File: src/rtl/ddr_arb_pkg.sv
// Shared types and defaults for the DDR control-port arbiter.
package ddr_arb_pkg;

  localparam int unsigned DDR_ADDR_W  = 25;
  localparam int unsigned DDR_DATA_W  = 256;
  localparam int unsigned DDR_BE_W    = DDR_DATA_W / 8;
  localparam int unsigned DDR_TIMEOUT = 1023;

  // Client slots on the arbiter's request vectors
  localparam int unsigned CLI_SETUP = 0;
  localparam int unsigned CLI_PKT   = 1;

  typedef enum logic [1:0] {
    IDLE  = 2'd0,
    ISSUE = 2'd1,
    WAIT  = 2'd2
  } arb_state_e;

endpackage

File: src/rtl/rr_arb2.sv
// Combinational two-way round-robin picker: a lone requester wins, a tie goes
// to the client that was not served last.
module rr_arb2
  import ddr_arb_pkg::*;
(
  input  logic [1:0] req_i,
  input  logic [0:0] last_i,
  output logic [1:0] gnt_c
);

  // One-hot pick from the current request pair and last-served index
  always_comb begin
    gnt_c = '0;
    case (req_i)
      2'b01:   gnt_c[CLI_SETUP] = 1'b1;
      2'b10:   gnt_c[CLI_PKT]   = 1'b1;
      2'b11: begin
        if (last_i[0]) gnt_c[CLI_SETUP] = 1'b1;
        else           gnt_c[CLI_PKT]   = 1'b1;
      end
      default: gnt_c = '0;
    endcase
  end

endmodule

File: src/rtl/ddr_port_arbiter.sv
// Shares the avalon_mm_ddr control port between the setup/write client (0)
// and the packet/read client (1). One transaction in flight, round-robin,
// grants only while DDR calibration is good.
// Optional watchdog on action_done: define DDR_ARB_TIMEOUT_EN.
module ddr_port_arbiter
  import ddr_arb_pkg::*;
#(
  parameter int unsigned ADDR_W  = DDR_ADDR_W,
  parameter int unsigned DATA_W  = DDR_DATA_W,
  parameter int unsigned BE_W    = DDR_BE_W,
  parameter int unsigned TIMEOUT = DDR_TIMEOUT
) (
  input  logic                avalon_clk,
  input  logic                avalon_reset,
  input  logic                cal_ok,
  input  logic [1:0]          c_req,
  input  logic [1:0]          c_we,
  input  logic [2*ADDR_W-1:0] c_addr,
  input  logic [2*DATA_W-1:0] c_wdata,
  input  logic [2*BE_W-1:0]   c_be,
  output logic [1:0]          c_ack,
  output logic [1:0]          c_err,
  output logic [1:0]          c_rvalid,
  output logic [DATA_W-1:0]   c_rdata,
  output logic [1:0]          grant,
  output logic                wr_rq,
  output logic                rd_rq,
  output logic [ADDR_W-1:0]   wr_adr,
  output logic [ADDR_W-1:0]   rd_adr,
  output logic [DATA_W-1:0]   wr_data,
  output logic [BE_W-1:0]     byte_enable,
  input  logic                rd_valid,
  input  logic [DATA_W-1:0]   rd_data,
  input  logic                action_done,
  output logic                timeout_flag
);

`ifdef DDR_ARB_TIMEOUT_EN
  localparam int unsigned CNT_W = ($clog2(TIMEOUT + 1) > 10) ? $clog2(TIMEOUT + 1) : 10;
`endif

  arb_state_e          state_q, state_d;
  logic [1:0]          grant_q, grant_d;
  logic [0:0]          last_q, last_d;
  logic                wr_rq_q, wr_rq_d;
  logic                rd_rq_q, rd_rq_d;
  logic [1:0]          ack_q, ack_d;
  logic [1:0]          rvalid_q, rvalid_d;
  logic [DATA_W-1:0]   rdata_q, rdata_d;
  logic [ADDR_W-1:0]   addr_q, addr_d;
  logic [DATA_W-1:0]   wdata_q, wdata_d;
  logic [BE_W-1:0]     be_q, be_d;
  logic                we_q, we_d;
`ifdef DDR_ARB_TIMEOUT_EN
  logic [CNT_W-1:0]    cnt_q, cnt_d;
  logic [1:0]          err_q, err_d;
  logic                tflag_q, tflag_d;
`else
  // TIMEOUT only matters when the watchdog is built in
  logic                unused_timeout;
  assign unused_timeout = ^TIMEOUT;
`endif

  logic [1:0]          pick_c;
  logic                pick_idx_c;

  rr_arb2 u_rr_arb2 (
    .req_i  (c_req),
    .last_i (last_q),
    .gnt_c  (pick_c)
  );

  assign pick_idx_c = pick_c[CLI_PKT];

  // Next-state and registered-output logic for IDLE -> ISSUE -> WAIT
  always_comb begin
    state_d  = state_q;
    grant_d  = grant_q;
    last_d   = last_q;
    wr_rq_d  = 1'b0;
    rd_rq_d  = 1'b0;
    ack_d    = '0;
    rvalid_d = '0;
    rdata_d  = rdata_q;
    addr_d   = addr_q;
    wdata_d  = wdata_q;
    be_d     = be_q;
    we_d     = we_q;
`ifdef DDR_ARB_TIMEOUT_EN
    cnt_d    = '0;
    err_d    = '0;
    tflag_d  = tflag_q;
`endif

    case (state_q)
      IDLE: begin
        if (cal_ok && (c_req != 2'b00)) begin
          grant_d = pick_c;
          if (pick_idx_c) begin
            addr_d  = c_addr[CLI_PKT*ADDR_W +: ADDR_W];
            wdata_d = c_wdata[CLI_PKT*DATA_W +: DATA_W];
            be_d    = c_be[CLI_PKT*BE_W +: BE_W];
            we_d    = c_we[CLI_PKT];
          end else begin
            addr_d  = c_addr[CLI_SETUP*ADDR_W +: ADDR_W];
            wdata_d = c_wdata[CLI_SETUP*DATA_W +: DATA_W];
            be_d    = c_be[CLI_SETUP*BE_W +: BE_W];
            we_d    = c_we[CLI_SETUP];
          end
          // Request pulse lands in the same cycle the grant becomes visible
          wr_rq_d = we_d;
          rd_rq_d = ~we_d;
          state_d = ISSUE;
        end
      end

      ISSUE: begin
        state_d = WAIT;
      end

      WAIT: begin
        if (rd_valid && !we_q) begin
          rdata_d  = rd_data;
          rvalid_d = grant_q;
        end
        if (action_done) begin
          ack_d   = grant_q;
          last_d  = grant_q[CLI_PKT:CLI_PKT];
          grant_d = '0;
          state_d = IDLE;
        end
`ifdef DDR_ARB_TIMEOUT_EN
        else if (cnt_q == CNT_W'(TIMEOUT - 1)) begin
          err_d   = grant_q;
          tflag_d = 1'b1;
          last_d  = grant_q[CLI_PKT:CLI_PKT];
          grant_d = '0;
          state_d = IDLE;
        end else begin
          cnt_d = cnt_q + CNT_W'(1);
        end
`endif
      end

      default: begin
        grant_d = '0;
        state_d = IDLE;
      end
    endcase
  end

  // State and output registers; reset drops any in-flight transaction
  always_ff @(posedge avalon_clk or posedge avalon_reset) begin
    if (avalon_reset) begin
      state_q  <= IDLE;
      grant_q  <= '0;
      last_q   <= 1'b1;  // client 1 counted as last served: client 0 wins the first tie
      wr_rq_q  <= 1'b0;
      rd_rq_q  <= 1'b0;
      ack_q    <= '0;
      rvalid_q <= '0;
      rdata_q  <= '0;
      addr_q   <= '0;
      wdata_q  <= '0;
      be_q     <= '0;
      we_q     <= 1'b0;
`ifdef DDR_ARB_TIMEOUT_EN
      cnt_q    <= '0;
      err_q    <= '0;
      tflag_q  <= 1'b0;
`endif
    end else begin
      state_q  <= state_d;
      grant_q  <= grant_d;
      last_q   <= last_d;
      wr_rq_q  <= wr_rq_d;
      rd_rq_q  <= rd_rq_d;
      ack_q    <= ack_d;
      rvalid_q <= rvalid_d;
      rdata_q  <= rdata_d;
      addr_q   <= addr_d;
      wdata_q  <= wdata_d;
      be_q     <= be_d;
      we_q     <= we_d;
`ifdef DDR_ARB_TIMEOUT_EN
      cnt_q    <= cnt_d;
      err_q    <= err_d;
      tflag_q  <= tflag_d;
`endif
    end
  end

  assign grant       = grant_q;
  assign wr_rq       = wr_rq_q;
  assign rd_rq       = rd_rq_q;
  assign wr_adr      = addr_q;
  assign rd_adr      = addr_q;
  assign wr_data     = wdata_q;
  assign byte_enable = be_q;
  assign c_ack       = ack_q;
  assign c_rvalid    = rvalid_q;
  assign c_rdata     = rdata_q;
`ifdef DDR_ARB_TIMEOUT_EN
  assign c_err        = err_q;
  assign timeout_flag = tflag_q;
`else
  assign c_err        = '0;
  assign timeout_flag = 1'b0;
`endif

endmodule

File: config.mk
export PLATFORM = sky130hd
export DESIGN_NAME = ddr_port_arbiter
export DESIGN_NICKNAME = d
export VERILOG_FILES = /design/src/rtl/ddr_arb_pkg.sv /design/src/rtl/rr_arb2.sv /design/src/rtl/ddr_port_arbiter.sv
export SDC_FILE = /design/constraint.sdc
export NUM_CORES = 1
export LEC_CHECK = 0
export BUFFER_PORTS_ARGS = -buffer_cell sky130_fd_sc_hd__buf_4
export CORE_AREA = 2 2 587 589
export DETAILED_ROUTE_END_ITERATION = 16
export DIE_AREA = 0 0 589 591
export GPL_TIMING_DRIVEN = 0
export PLACE_DENSITY = 0.3
export SLEW_MARGIN = 30
export SYNTH_ARGS = -nofsm -noshare
export SYNTH_HDL_FRONTEND = slang
export SYNTH_SLANG_ARGS = --single-unit
File: constraint.sdc
create_clock -name avalon_clk -period 19.6 [get_ports avalon_clk]
set_clock_uncertainty 0.15 [all_clocks]
set_input_delay 3.92 -clock avalon_clk [delete_from_list [all_inputs] [get_ports avalon_clk]]
set_output_delay 3.92 -clock avalon_clk [all_outputs]
set_load 0.01 [all_outputs]
==> results of run 1 <==
[report_power, final]
part	total [W]	switching (W)	internal [W]
clock	0.00159	0.000656	0.000937
combinational	0.00324	0.00179	0.00146
sequential	0.00219	0.000419	0.00177
total	0.00702	0.00286	0.00416
[registers in the layout, indices dropped and copies added, names as in the netlist]
signal       count
byte_enable     32
c_ack            2
c_rdata        256
c_rvalid         2
grant            2
last_q           1
rd_adr          25
rd_rq            1
state_q          2
we_q             1
wr_data        256
wr_rq            1
[cell usage in the layout (no fill, tap or decap), types with 44 or more instances in the layout]
cell type                   count
sky130_fd_sc_hd__dfrtp_1      580
sky130_fd_sc_hd__mux2i_1      308
sky130_fd_sc_hd__a21oi_1      628
sky130_fd_sc_hd__buf_2         73
sky130_fd_sc_hd__clkbuf_1      70
sky130_fd_sc_hd__buf_12        44
sky130_fd_sc_hd__mux2_1        46
sky130_fd_sc_hd__clkbuf_16     87
sky130_fd_sc_hd__buf_4       1527
sky130_fd_sc_hd__mux2_4       210
[worst paths after layout]
kind                              start      endpoint  depth (start not counted)  slack (ns)
setup / recovery               c_req[0]  wr_data[121]                          7       13.38
hold / removal             c_rdata[243]  c_rdata[243]                          1        0.34
setup reg to reg                 last_q  wr_data[121]                          6       16.31
hold reg to reg            c_rdata[243]  c_rdata[243]                          1        0.34
max in group asynchronous  avalon_reset  wr_data[171]                         12       14.11
min in group asynchronous  avalon_reset   c_rdata[35]                          2        2.87
[cell type report]
type / count / area, sq um / share of cell area, %
flip-flops and latches: 581 / 14500 / 31.3
inverters: 2 / 11.3 / 0.0242
well taps: 4557 / 5700 / 12.3
multi-input cells: 1225 / 10200 / 21.9
clock inverters: 28 / 313 / 0.673
diodes: 28 / 70.1 / 0.151
clock buffers: 121 / 2480 / 5.34
repair buffers: 1522 / 11800 / 25.5
plain buffers: 198 / 1360 / 2.93
[metal layers]
metal,global-route usage [%],vias up
met5,0,-
met4,3.74,10
met3,3.81,204
met2,22.2,1140
met1,13.1,12100
li1,-,10500
[metrics by stage]
step                utilization (%)  total power, W
finish                         13.6         0.00702
global route                   13.6         0.00743
CTS                            13.6         0.00725
detailed placement             12.8         0.00558
global placement               12.6         0.00557
floorplan                         -         0.00330
[cells by family after synthesis]
| group | Yosys count | synth area share, % |
|---|---|---|
| compound gates | 634 | 12.2 |
| buf+inv | 200 | 5.23 |
| flops | 581 | 55.9 |
| mux | 571 | 26.2 |
| other cells | 1 | 0.0144 |
| simple gates | 17 | 0.428 |
[worst register-to-register path, delay by kind of cell, from the launching register on]
family | cells | cell delay, ns
muxes | 1 | 0.86
DFF | 1 | 0.37
buffers and inverters | 3 | 1.49
AOI/OAI and AO/OA | 2 | 0.27
==> Implementation_results.wiki, run 1 <==
{| class="wikitable"
! Metric !! Value
|-
| Outcome || completed
|-
| Row count || 215
|-
| Maximum fanout along the worst path || 15
|-
| Overall Global Routing Usage || 12.1%
|-
| Static Leak || 20.7 nW
|-
| Flip-flop and latch count after synthesis || 581
|-
| Detailed placer's ending HPWL || 191000 um
|-
| Worst-case headroom to the max-slew limit || 37.3%
|-
| Worst setup EP type || register
|-
| Die footprint || 348000 sq um
|-
| Net count reported at finish || 4508
|-
| Buffer levels on the longest clock path || 4
|-
| Sequential-to-total area share from yosys stat || 55.9%
|-
| Die span in x || 589 um
|-
| PortBufs || 1492
|-
| Number of pins with negative max-slew slack in the final report || 0
|-
| Number of vias per cell after detailed routing || 2.90
|-
| Inst Count DP || 8085
|-
| Worst-case hold slack || 0.336 ns
|-
| Total global routing overflow || 0
|-
| Length of routed wiring on met1 || 81600 um
|-
| Area of the mapped netlist || 26000 sq um
|-
| Initial core utilization || 7.61%
|-
| Peak VDD IR || 0.0577 mV
|-
| Post-synthesis cell type count || 29
|-
| Clock net sink count || 581
|-
| CTS clock-pin slew for the worst setup and hold paths || 0.06 ns
|-
| Wire length of the first global-routing pass || 276000 um
|-
| Setup violations, final || 0
|-
| Clock root buffer || sky130_fd_sc_hd__clkbuf_16
|-
| First-pass DRT Iterations || 5
|-
| Data required time of the worst path || 20.07 ns
|-
| Post-DR wirelength/cell || 26.5 um
|-
| Gpl congestion || 0.883
|-
| Actual transition at the worst max-transition pin || 0.914 ns
|-
| Length of routed met3 wiring || 16800 um
|-
| Bufs and invs on worst path || 4
|-
| Number of instances resized during post-cts repair || 0
|-
| Crit-path leading delay family || buffers and inverters
|-
| Top sig layer || met5
|-
| Worst setup SP type || input port
|-
| Worst hold path class || reg2reg
|-
| Fmax || 0.161 GHz
|-
| Cells along the critical path || buf_4 -> a21boi_1 -> buf_2 -> buf_2 -> buf_2 -> mux2i_1 -> a21oi_1
|-
| Number of flops mapped to enable cells by yosys || 0
|-
| First-iteration detailed-routing DRC count || 1194
|-
| Final min period || 6.22 ns
|-
| Number of global-route vias before repair || 25600
|-
| Unrepaired setup endpoints after global routing || no
|-
| Area of all placed cells without fillers || 46500 sq um
|-
| Main area contributors after synthesis || sky130_fd_sc_hd__dfrtp_1 (56%), sky130_fd_sc_hd__mux2i_1 (12%), sky130_fd_sc_hd__mux2_4 (12%)
|-
| Crit path largest cell delay || 0.83 ns
|-
| Final critical-path share of the clock period || 31.7%
|-
| TritonCTS clock tree || done
|-
| Number of nets with antenna violations after routing || 0
|-
| Maximum capacitance violations || 0
|-
| Number of filler cells placed in the layout || 38900
|-
| Cell with the most instances after synthesis || sky130_fd_sc_hd__a21oi_1
|-
| Power per standard cell area || 151 nW/um^2
|-
| Number of warnings reported in the yosys synthesis log || 0
|-
| Top FF cell, synth || sky130_fd_sc_hd__dfrtp_1
|-
| DIE HEIGHT || 591 um
|-
| Proportion of layout cells with a drive suffix above 1 || 54.9%
|-
| Clock buffers created by TritonCTS || 87
|-
| Master of the slowest instance on the critical path || sky130_fd_sc_hd__mux2i_1
|-
| Arrival time of the worst setup path || 6.69 ns
|-
| Core box area || 342000 sq um
|-
| Number of buffers inserted for hold repair after clock tree synthesis || 0
|-
| Finished Layout Cells || 8262
|-
| Synth Instances || 2004
|-
| Routed wire length || 219000 um
|-
| Dominant cell type by area after synthesis || sky130_fd_sc_hd__dfrtp_1
|-
| P&R area growth vs syn || 78.7%
|-
| Residual DRC || 0
|-
| Mean cell area of the mapped netlist || 13.0 sq um
|-
| Number of setup buffers added after CTS || 0
|-
| Asr flop ratio synth || 100%
|-
| Largest net degree at the start of global routing || 28
|-
| Post-route setup slack || 13.38 ns
|-
| Met2 WL post-DR || 114000 um
|-
| Setup_tns || 0 ns
|-
| Worst-skew pair later-pin latency || 0.75 ns
|-
| H-tree depth || 3
|-
| Critical path's most frequent cell || sky130_fd_sc_hd__buf_2
|-
| Total via count after detailed routing || 24000
|-
| Type of the setup path with the least slack || in2reg
|-
| Placement Cell Area || 43600 sq um
|-
| Antenna violations before repair || 36
|-
| Post-place setup slack || 12.21 ns
|-
| I/O pin cnt || 1496
|-
| Number of endpoints with negative hold slack in the final report || 0
|-
| Top cells by instance count after synthesis || sky130_fd_sc_hd__a21oi_1 (628), sky130_fd_sc_hd__dfrtp_1 (580), sky130_fd_sc_hd__mux2i_1 (315), sky130_fd_sc_hd__mux2_4 (210), sky130_fd_sc_hd__buf_2 (73)
|-
| Area share of the leading cell type in the synthesized netlist || 55.8%
|}
No activity file was read; power rests on OpenSTA's default activity.
==> run 2, diff against run 1 <==
- ABC_AREA: default -> 1
- CORE_AREA: 2 2 587 589 -> 2 2 586 588
- DIE_AREA: 0 0 589 591 -> 0 0 588 590
- clock period: 19.6 -> 5.1 ns (I/O delays scaled with it)
==> Implementation_results.wiki, run 2 <==
{| class="wikitable"
! Metric !! Value
|-
| Outcome || completed
|-
| PortBufs || 1491 (-0.067%)
|-
| Post-route setup slack || 1.61 ns (-11.77 ns)
|-
| TritonCTS clock tree || done
|-
| Synth Instances || 3530 (+76%)
|-
| Final min period || 3.49 ns
|-
| Actual transition at the worst max-transition pin || 0.952 ns (+0.0382 ns)
|-
| Detailed placer's ending HPWL || 233000 um (+22%)
|-
| First-iteration detailed-routing DRC count || 2052 (+72%)
|-
| Clock root buffer || sky130_fd_sc_hd__clkbuf_16
|-
| Mean cell area of the mapped netlist || 7.54 sq um (-42%)
|-
| Net count reported at finish || 6033 (+34%)
|-
| Crit path largest cell delay || 0.67 ns (-0.16 ns)
|-
| Post-DR wirelength/cell || 26.9 um (+1.3%)
|-
| H-tree depth || 3 (unchanged)
|-
| P&R area growth vs syn || 77.3%
|-
| Final critical-path share of the clock period || 68.4%
|-
| Worst setup SP type || register
|-
| Finished Layout Cells || 9816 (+19%)
|-
| Worst setup EP type || register
|-
| Main area contributors after synthesis || sky130_fd_sc_hd__dfrtp_1 (55%), sky130_fd_sc_hd__nand2_1 (26%), sky130_fd_sc_hd__nand3_1 (5.9%)
|-
| Residual DRC || 0 (unchanged)
|-
| Number of setup buffers added after CTS || 0 (unchanged)
|-
| Antenna violations before repair || 159 (+340%)
|-
| Post-synthesis cell type count || 19 (-34%)
|-
| Routed wire length || 264000 um (+20%)
|-
| Number of warnings reported in the yosys synthesis log || 0 (unchanged)
|-
| Cell with the most instances after synthesis || sky130_fd_sc_hd__nand2_1
|-
| Number of pins with negative max-slew slack in the final report || 0 (unchanged)
|-
| Worst-skew pair later-pin latency || 0.77 ns (+0.02 ns)
|-
| Master of the slowest instance on the critical path || sky130_fd_sc_hd__nand2_2
|-
| Data required time of the worst path || 5.66 ns (-14.41 ns)
|-
| Peak VDD IR || 0.290 mV (+400%)
|-
| Maximum capacitance violations || 0 (unchanged)
|-
| Most common library cell in the layout ignoring fill and taps || sky130_fd_sc_hd__nand2_1
|-
| DIE HEIGHT || 590 um (-0.17%)
|-
| Total global routing overflow || 0 (unchanged)
|-
| Number of instances resized during post-cts repair || 0 (unchanged)
|-
| Arrival time of the worst setup path || 4.05 ns (-2.64 ns)
|-
| Total via count after detailed routing || 31100 (+30%)
|-
| Type of the setup path with the least slack || reg2reg
|-
| Setup_tns || 0 ns (unchanged)
|-
| Cells along the critical path || nand2_2 -> nand2_2 -> buf_2 -> buf_2 -> nand2_1 -> nand2_1 -> nand2_1 -> nand2_1
|-
| Worst hold path class || in2reg
|-
| Flip-flop and latch count after synthesis || 581 (unchanged)
|-
| Setup violations, final || 0 (unchanged)
|-
| Fmax || 0.287 GHz
|-
| Dominant cell type by area after synthesis || sky130_fd_sc_hd__dfrtp_1
|-
| Number of endpoints with negative hold slack in the final report || 0 (unchanged)
|-
| Row count || 215 (unchanged)
|-
| Number of vias per cell after detailed routing || 3.17 (+9.4%)
|-
| Core box area || 341000 sq um (-0.24%)
|-
| Maximum fanout along the worst path || 10 (-5)
|-
| Worst-case headroom to the max-slew limit || 36.5% (-0.80 points)
|-
| Top cells by instance count after synthesis || sky130_fd_sc_hd__nand2_1 (1836), sky130_fd_sc_hd__dfrtp_1 (580), sky130_fd_sc_hd__nand3_1 (316), sky130_fd_sc_hd__inv_1 (265), sky130_fd_sc_hd__o21ai_1 (207)
|-
| Wire length of the first global-routing pass || 334000 um (+21%)
|-
| I/O pin cnt || 1496 (unchanged)
|-
| Number of buffers inserted for hold repair after clock tree synthesis || 1 (+1)
|-
| Post-place setup slack || 0.811 ns (-11.40 ns)
|-
| Initial core utilization || 7.80% (+0.19 points)
|-
| Critical path's most frequent cell || sky130_fd_sc_hd__nand2_1
|-
| Number of flops mapped to enable cells by yosys || 0 (unchanged)
|-
| Asr flop ratio synth || 100% (unchanged)
|-
| Commonest cells after routing, fill and taps aside || sky130_fd_sc_hd__nand2_1 (1836), sky130_fd_sc_hd__buf_4 (1522), sky130_fd_sc_hd__dfrtp_1 (580)
|-
| R2r startpoint || last_q
|-
| Proportion of layout cells with a drive suffix above 1 || 34.9% (-20 points)
|-
| Buffer levels on the longest clock path || 4 (unchanged)
|-
| Overall Global Routing Usage || 14.7% (+2.6 points)
|-
| Number of nets with antenna violations after routing || 0 (unchanged)
|-
| First-pass DRT Iterations || 7 (+2)
|-
| Largest net degree at the start of global routing || 28 (unchanged)
|-
| Inst Count DP || 9607 (+19%)
|-
| Beginning of the worst hold path || rd_data[153]
|-
| Worst-case hold slack || 0.291 ns (-0.0451 ns)
|-
| CTS clock-pin slew for the worst setup and hold paths || 0.06 ns (about the same)
|-
| Clock net sink count || 581 (unchanged)
|-
| Die footprint || 347000 sq um (-0.34%)
|-
| Worst Setup SP || last_q
|-
| Number of global-route vias before repair || 31400 (+23%)
|-
| Clock buffers created by TritonCTS || 89 (+2.3%)
|-
| Top FF cell, synth || sky130_fd_sc_hd__dfrtp_1
|-
| Static Leak || 24.9 nW (+20%)
|-
| Sequential-to-total area share from yosys stat || 54.6% (-1.2 points)
|-
| Die span in x || 588 um (-0.17%)
|-
| Gpl congestion || 0.901 (+1.9%)
|-
| Area of the mapped netlist || 26600 sq um (+2.3%)
|-
| Unrepaired setup endpoints after global routing || no
|-
| Power per standard cell area || 558 nW/um^2 (+270%)
|-
| Area share of the leading cell type in the synthesized netlist || 54.5% (-1.2 points)
|}
[run 2: cell count changes after synthesis, moves of 20 or more]
cell and change:
sky130_fd_sc_hd__mux2i_1 -315, sky130_fd_sc_hd__o21ai_0 +49, sky130_fd_sc_hd__a21oi_1 -628, sky130_fd_sc_hd__o21ai_1 +207, sky130_fd_sc_hd__nand3_1 +315, sky130_fd_sc_hd__nand2_1 +1834
sky130_fd_sc_hd__buf_2 +44, sky130_fd_sc_hd__clkbuf_1 +22, sky130_fd_sc_hd__buf_1 +20, sky130_fd_sc_hd__mux2_1 -46, sky130_fd_sc_hd__inv_1 +263, sky130_fd_sc_hd__mux2_4 -210
sky130_fd_sc_hd__buf_12 -22
[run 2: critical path: cells and delay by family, from the launching register on]
| kind | cells | cell delay, ns |
|---|---|---|
| buffers and inverters | 2 | 0.87 |
| flip-flops | 1 | 0.53 |
| AND/OR/NAND/NOR | 6 | 1.78 |
[run 2: per-layer routing]
metal	wire (um)	vias to the layer above	track usage, %
met3	28700	379	6.86
met5	419	-	0
met1	104000	15000	17.0
met4	6740	66	3.62
li1	-	14100	-
met2	123000	1540	24.3
[run 2: kinds of logic (layout without fill, tap and decap cells)]
family / Yosys count / after routing / share of synthesized area (%)
buf+inv: 524 / 2199 / 8.39
other cells: 1 / 55 / 0.0141
flops: 581 / 581 / 54.6
simple gates: 2166 / 2166 / 32.1
compound gates: 258 / 258 / 4.85
[run 2: cell type report]
cell class / count / area [sq um]
Timing Repair Buffer: 1519 / 11800
Tap cell: 4557 / 5700
Clock buffer: 126 / 2510
Buffer: 256 / 1230
Inverter: 268 / 1010
Antenna cell: 52 / 130
Sequential cell: 581 / 14500
Clock inverter: 30 / 444
Multi-Input combinational cell: 2427 / 9850
Fill cell: 39600 / 294000
[run 2: final timing paths]
check                           slack (ns)         endpoint  depth (start not counted)
worst max-delay path                  1.61      wr_data[54]                          8
worst min-delay path                  0.29     c_rdata[153]                          3
worst max register to register        1.61      wr_data[54]                          8
worst min register to register        0.33       wr_data[4]                          2
max in group asynchronous             1.63     wr_data[109]                         14
min in group asynchronous             0.63  byte_enable[26]                          3
[run 2: power by group]
group | internal (W) | total [W] | switching [W]
Combinational | 0.00452 | 0.0116 | 0.00704
Clock | 0.00388 | 0.00650 | 0.00263
Sequential | 0.00668 | 0.00827 | 0.00159
Total | 0.0151 | 0.0263 | 0.0113
[run 2: per-stage QoR]
step                      area (sq um)  util, %  total power [W]
after detailed placement         44100     12.9           0.0202
after global placement           43500     12.8           0.0202
after global routing             47100     13.8           0.0280
after CTS                        47100     13.8           0.0270
final                            47200     13.8           0.0263
after floorplan                  26600        -           0.0120
